<file path="config.mk">
export PLATFORM = sky130hd
export DESIGN_NAME = pq_cmd_seq
export DESIGN_NICKNAME = d
export VERILOG_FILES = /design/src/rtl/pq_cmd_seq.sv
export SDC_FILE = /design/constraint.sdc
export NUM_CORES = 1
export LEC_CHECK = 0
export BUFFER_PORTS_ARGS = -buffer_cell sky130_fd_sc_hd__buf_2
export CAP_MARGIN = 5
export CORE_MARGIN = 4
export CORE_UTILIZATION = 59
export DETAILED_ROUTE_END_ITERATION = 10
export GPL_TIMING_DRIVEN = 0
export PLACE_DENSITY_LB_ADDON = 0.2
export SYNTH_ARGS = -nofsm -noshare
export SYNTH_HDL_FRONTEND = slang
export SYNTH_SLANG_ARGS = --single-unit
</file>
<file path="constraint.sdc">
create_clock -name clk -period 4 [get_ports clk]
set_input_delay 0.4 -clock clk [delete_from_list [all_inputs] [get_ports clk]]
set_output_delay 0.4 -clock clk [all_outputs]
set_load 0.01 [all_outputs]
</file>
<file path="src/rtl/pq_cmd_seq.sv">
// Command sequencer in front of heap_pq: buffers enq/deq/replace requests in a
// small FIFO and issues them as one-cycle pulses, filtering full/empty misuse.
module pq_cmd_seq #(
    parameter int KW    = 16,
    parameter int DEPTH = 4
) (
    input  logic                         clk,
    input  logic                         rst,
    input  logic                         req_enq,
    input  logic                         req_deq,
    input  logic [KW-1:0]                req_kv,
    output logic                         req_rdy,
    input  logic                         err_clr,
    output logic                         pq_enq,
    output logic                         pq_deq,
    output logic [KW-1:0]                pq_kvi,
    input  logic                         pq_busy,
    input  logic                         pq_full,
    input  logic                         pq_empty,
    input  logic [KW-1:0]                pq_kvo,
    output logic [KW-1:0]                kv_last,
    output logic                         kv_last_vld,
    output logic [$clog2(DEPTH+1)-1:0]   cmd_cnt,
    output logic                         err_ovf,
    output logic                         err_full,
    output logic                         err_empty
);

    localparam int PW = $clog2(DEPTH);
    localparam int CW = $clog2(DEPTH + 1);
    localparam logic [CW-1:0] FULL_CNT = CW'(DEPTH);

    typedef enum logic [1:0] {IDLE, ISSUE, WAIT} state_t;

    state_t          state;
    logic [KW+1:0]   mem [DEPTH];
    logic [PW-1:0]   wr_ptr, rd_ptr;
    logic [CW-1:0]   next_cnt;
    logic            req_any, push, pop;
    logic            h_enq, h_deq;
    logic [KW-1:0]   h_kv;
    logic            set_ovf, set_full, set_empty;

    always_comb begin
        req_any   = req_enq | req_deq;
        push      = req_any && (cmd_cnt != FULL_CNT);
        pop       = (state == IDLE) && (cmd_cnt != '0) && !pq_busy;
        {h_enq, h_deq, h_kv} = mem[rd_ptr];
        // A full FIFO drops the request even if a pop frees a slot this cycle.
        set_ovf   = req_any && (cmd_cnt == FULL_CNT);
        set_full  = pop && h_enq && !h_deq && pq_full;
        set_empty = pop && h_deq && !h_enq && pq_empty;
        next_cnt  = cmd_cnt;
        case ({push, pop})
            2'b10:   next_cnt = cmd_cnt + CW'(1);
            2'b01:   next_cnt = cmd_cnt - CW'(1);
            default: next_cnt = cmd_cnt;
        endcase
    end

    always_ff @(posedge clk) begin
        if (push) mem[wr_ptr] <= {req_enq, req_deq, req_kv};
    end

    always_ff @(posedge clk or negedge rst) begin
        if (!rst) begin
            wr_ptr    <= '0;
            rd_ptr    <= '0;
            cmd_cnt   <= '0;
            req_rdy   <= 1'b0;
            err_ovf   <= 1'b0;
            err_full  <= 1'b0;
            err_empty <= 1'b0;
        end else begin
            if (push) wr_ptr <= wr_ptr + PW'(1);
            if (pop)  rd_ptr <= rd_ptr + PW'(1);
            cmd_cnt   <= next_cnt;
            req_rdy   <= (next_cnt < FULL_CNT);
            err_ovf   <= set_ovf   | (err_ovf   & ~err_clr);
            err_full  <= set_full  | (err_full  & ~err_clr);
            err_empty <= set_empty | (err_empty & ~err_clr);
        end
    end

    always_ff @(posedge clk or negedge rst) begin
        if (!rst) begin
            state       <= IDLE;
            pq_enq      <= 1'b0;
            pq_deq      <= 1'b0;
            pq_kvi      <= '0;
            kv_last     <= '0;
            kv_last_vld <= 1'b0;
        end else begin
            case (state)
                IDLE: begin
                    if (pop) begin
                        if (h_enq && !h_deq) begin
                            if (!pq_full) begin
                                pq_enq <= 1'b1;
                                pq_kvi <= h_kv;
                                state  <= ISSUE;
                            end
                        end else if (h_deq && !h_enq) begin
                            if (!pq_empty) begin
                                pq_deq      <= 1'b1;
                                kv_last     <= pq_kvo;
                                kv_last_vld <= 1'b1;
                                state       <= ISSUE;
                            end
                        end else begin
                            // Replace on an empty queue degrades to a plain enqueue.
                            pq_enq <= 1'b1;
                            pq_kvi <= h_kv;
                            state  <= ISSUE;
                            if (!pq_empty) begin
                                pq_deq      <= 1'b1;
                                kv_last     <= pq_kvo;
                                kv_last_vld <= 1'b1;
                            end
                        end
                    end
                end
                ISSUE: begin
                    pq_enq <= 1'b0;
                    pq_deq <= 1'b0;
                    state  <= WAIT;
                end
                WAIT: begin
                    if (!pq_busy) state <= IDLE;
                end
                default: state <= IDLE;
            endcase
        end
    end

endmodule
</file>
==> impl_metrics.tcl <==
set metrics [dict create \
    cp_common_cell "inv_1" \
    grt_setup_unrepaired "no" \
    antennaDiodeCount 0 \
    synth_top_cell_by_area "edfxtp_1" \
    rows 32 \
    cp-start-kind "flip-flop" \
    grt_max_degree 49 \
    path_cells "nor3_1, or4_1, buf_2, inv_1, ha_1, fa_1, xnor2_1, nor2_1, xor2_1, inv_1" \
    timing.rr.end "req_rdy" \
    synth_top_area_frac 0.464 \
    path_max_fanout 6 \
    clk_latency_ns 0.52 \
    ff2ff_setup_slack_ns 1.60 \
    peakVddDrop_mv 0.612 \
    synthFlopType "edfxtp_1" \
    cpMaxStageDelayCell "dfrtp_1" \
    cts_buffer_depth 2 \
    cts_buffers 17 \
    cts_root_buf "clkbuf_8" \
    ys_types 31 \
    min_period_ns 2.40 \
    via_per_inst 5.44 \
    syn_to_final_growth_pct 24.2 \
    wl_per_cell_um 19.1 \
    max-slew-margin-rel 0.268 \
    cts_sinks 120 \
    period_share 0.600 \
    synthArstFlopShare 0.400 \
    synth_seq_area_share 0.722 \
    path_delay_family "adder cells" \
    hpwl_um 5370 \
    path_class "reg -> reg" \
    reg2reg_depth 10 \
    required_ns 4.41 \
    p_comb_frac 0.311 \
    internal_power_uw 3550 \
    synth_area_um2 4660 \
    final_area_um2 5780 \
    start_util 0.606 \
    fin_util 0.752 \
    first_pass_iters 4 \
    avgSynthCellArea_um2 19.9 \
    switching_share 0.304 \
    cts_max_level 4 \
    dp_slack_ns 1.62 \
    cts_repair_resize_count 0 \
    drive_gt1_frac 0.501 \
    fp.dieH_um 96.8 \
    grt_pass1_wl_um 14100 \
    worstPathArrival_ns 2.81 \
    fin_worst_skew_ns 0.0109 \
    grt_remaining_overflow 0 \
    syn_nets 280 \
    grt_pass1_vias 2691 \
    final_cell_mix "84 x buf_2, 72 x edfxtp_1, 48 x dfrtp_1, 18 x mux4_2" \
    routed-via-count 2441 \
    p_sw_uw 1550 \
    synth_edf_count 72 \
    finalHoldViolCount 0 \
    port_buffers 81 \
    fmax_ghz 0.416 \
    drtAntennaViolNets 0 \
    endpoint_kind "flip-flop" \
    layout.nets 380 \
    slowest_delay_ns 0.44 \
    sequentialPowerShare 0.394 \
    chipWidth_um 96.8 \
    cts_tree "built" \
    maxCapViolCount 0 \
    setup-violations-final 0 \
    setup_ws_ns 1.60 \
    die_area_um2 9380 \
    hold_path_class "in -> async" \
    layout_commonest_cell "buf_2" \
    run_status "finished, final reports clean" \
    cp_num_buf_inv 3 \
    ios 82 \
    cts_setup_buffers 0 \
    dr.first_iter.drc_count 114 \
    p_total_uw 5100 \
    tightestPinTransition_ns 1.10 \
    p_leak_uw 0.00239 \
    clkPwrFrac 0.295 \
    postSynthCellCount 234 \
    synth.area.top_cells "edfxtp_1 46%, dfrtp_1 26%, mux4_2 8.7%, mux2_4 5.5%, mux2_2 4.1%" \
    maxSlewViolCount 0 \
    antenna_found_initial 0 \
    yosys_warnings 0 \
    path_clk_slew_ns 0.07 \
    finalSetupTns_ns 0 \
    grt.total_usage 0.203 \
    wirelength_um 8570 \
    gp_congestion 0.715 \
    drc_errors 0 \
    ys_ff_latch 120 \
    power_density_nw_per_um2 882 \
    postPlaceCellArea_um2 5190 \
    core_area_um2 7690 \
    cts_hold_buffers 0 \
]
==> registers in the layout (all words and copies together) (netlist names), named ones only <==
signal,cells
kv_last_vld,1
kv_last,16
wr_ptr,2
rd_ptr,2
err_ovf,1
pq_deq,1
cmd_cnt,2
pq_kvi,16
req_rdy,1
err_empty,1
state,2
pq_enq,1
err_full,1
mem,72
==> worst reg2reg max path: stages, from the launching register on <==
cell and delay (ns):
dfrtp_1 0.44, nor3_1 0.28, or4_1 0.14, buf_2 0.20, inv_1 0.12, ha_1 0.23, fa_1 0.39, xnor2_1 0.13
nor2_1 0.11, xor2_1 0.19, inv_1 0.06
==> cells in the mapped netlist, types with 2 or more instances <==
cell and number:
edfxtp_1 72, dfrtp_1 48, mux4_2 18, mux2_2 17, mux2_4 17, inv_1 10, nand2_1 6, ha_1 5
xnor2_1 5, and2_1 4, nor2_1 4, buf_2 3, o22ai_1 3, buf_6 2, mux2i_1 2, nand2b_1 2
o21ai_0 2
==> routing by layer <==
metal  track usage  vias to the layer above  wire [um]
met1         0.231                     1262       3280
met3        0.0786                       21        399
met4        0.0767                        0        170
li1              -                     1093          -
met5             0                        -          0
met2         0.346                       65       4730
==> metrics by stage <==
stage / hold WS [ns] / std cells
3_3_place_gp: 0.446 / 417
5_1_grt: 0.0660 / 449
4_1_cts: 0.0620 / 449
6_report: 0.0793 / 449
2_1_floorplan: 0.104 / 234
3_5_place_dp: 0.451 / 417
==> final cells by class <==
type / count / area (um2)
Multi-Input combinational cell: 96 / 1190
Clock buffer: 18 / 428
Buffer: 8 / 63.8
Sequential cell: 120 / 3360
Fill cell: 465 / 1910
Timing Repair Buffer: 81 / 405
Clock inverter: 14 / 164
Inverter: 10 / 37.5
Tap cell: 102 / 128
==> worst max-delay path by stage <==
stage | start | end | slack (ns) | depth (start not counted)
finish | flip-flop | req_rdy | 1.60 | 10
global route | cmd_cnt[0] | req_rdy | 1.47 | 9
CTS | flip-flop | req_rdy | 1.59 | 10
detailed placement | req_deq | req_rdy | 1.62 | 10
global placement | rd_ptr[0] | pq_kvi[5] | 1.66 | 5
floorplan | cmd_cnt[0] | req_rdy | 1.86 | 9
==> kinds of logic (layout without fill, tap and decap cells) <==
family,after synthesis,after routing,synth area share
XOR/XNOR,6,6,0.0113
adder cells (fa/ha/maj),6,6,0.0177
AO/OA/AOI/OAI,10,10,0.0167
flip-flops,120,120,0.722
buffers and inverters,18,131,0.0218
multiplexers,54,54,0.187
AND/OR/NAND/NOR,20,20,0.0231
==> power by group through the flow <==
stage	Combinational [uW]	Clock, uW	Sequential, uW
global placement	1560	0	2000
detailed placement	1610	0	2030
global route	1720	1600	2060
finish	1590	1500	2010
CTS	1630	1530	2010
floorplan	1030	0	2090
Note: power is estimated with default switching activity, not from simulation.
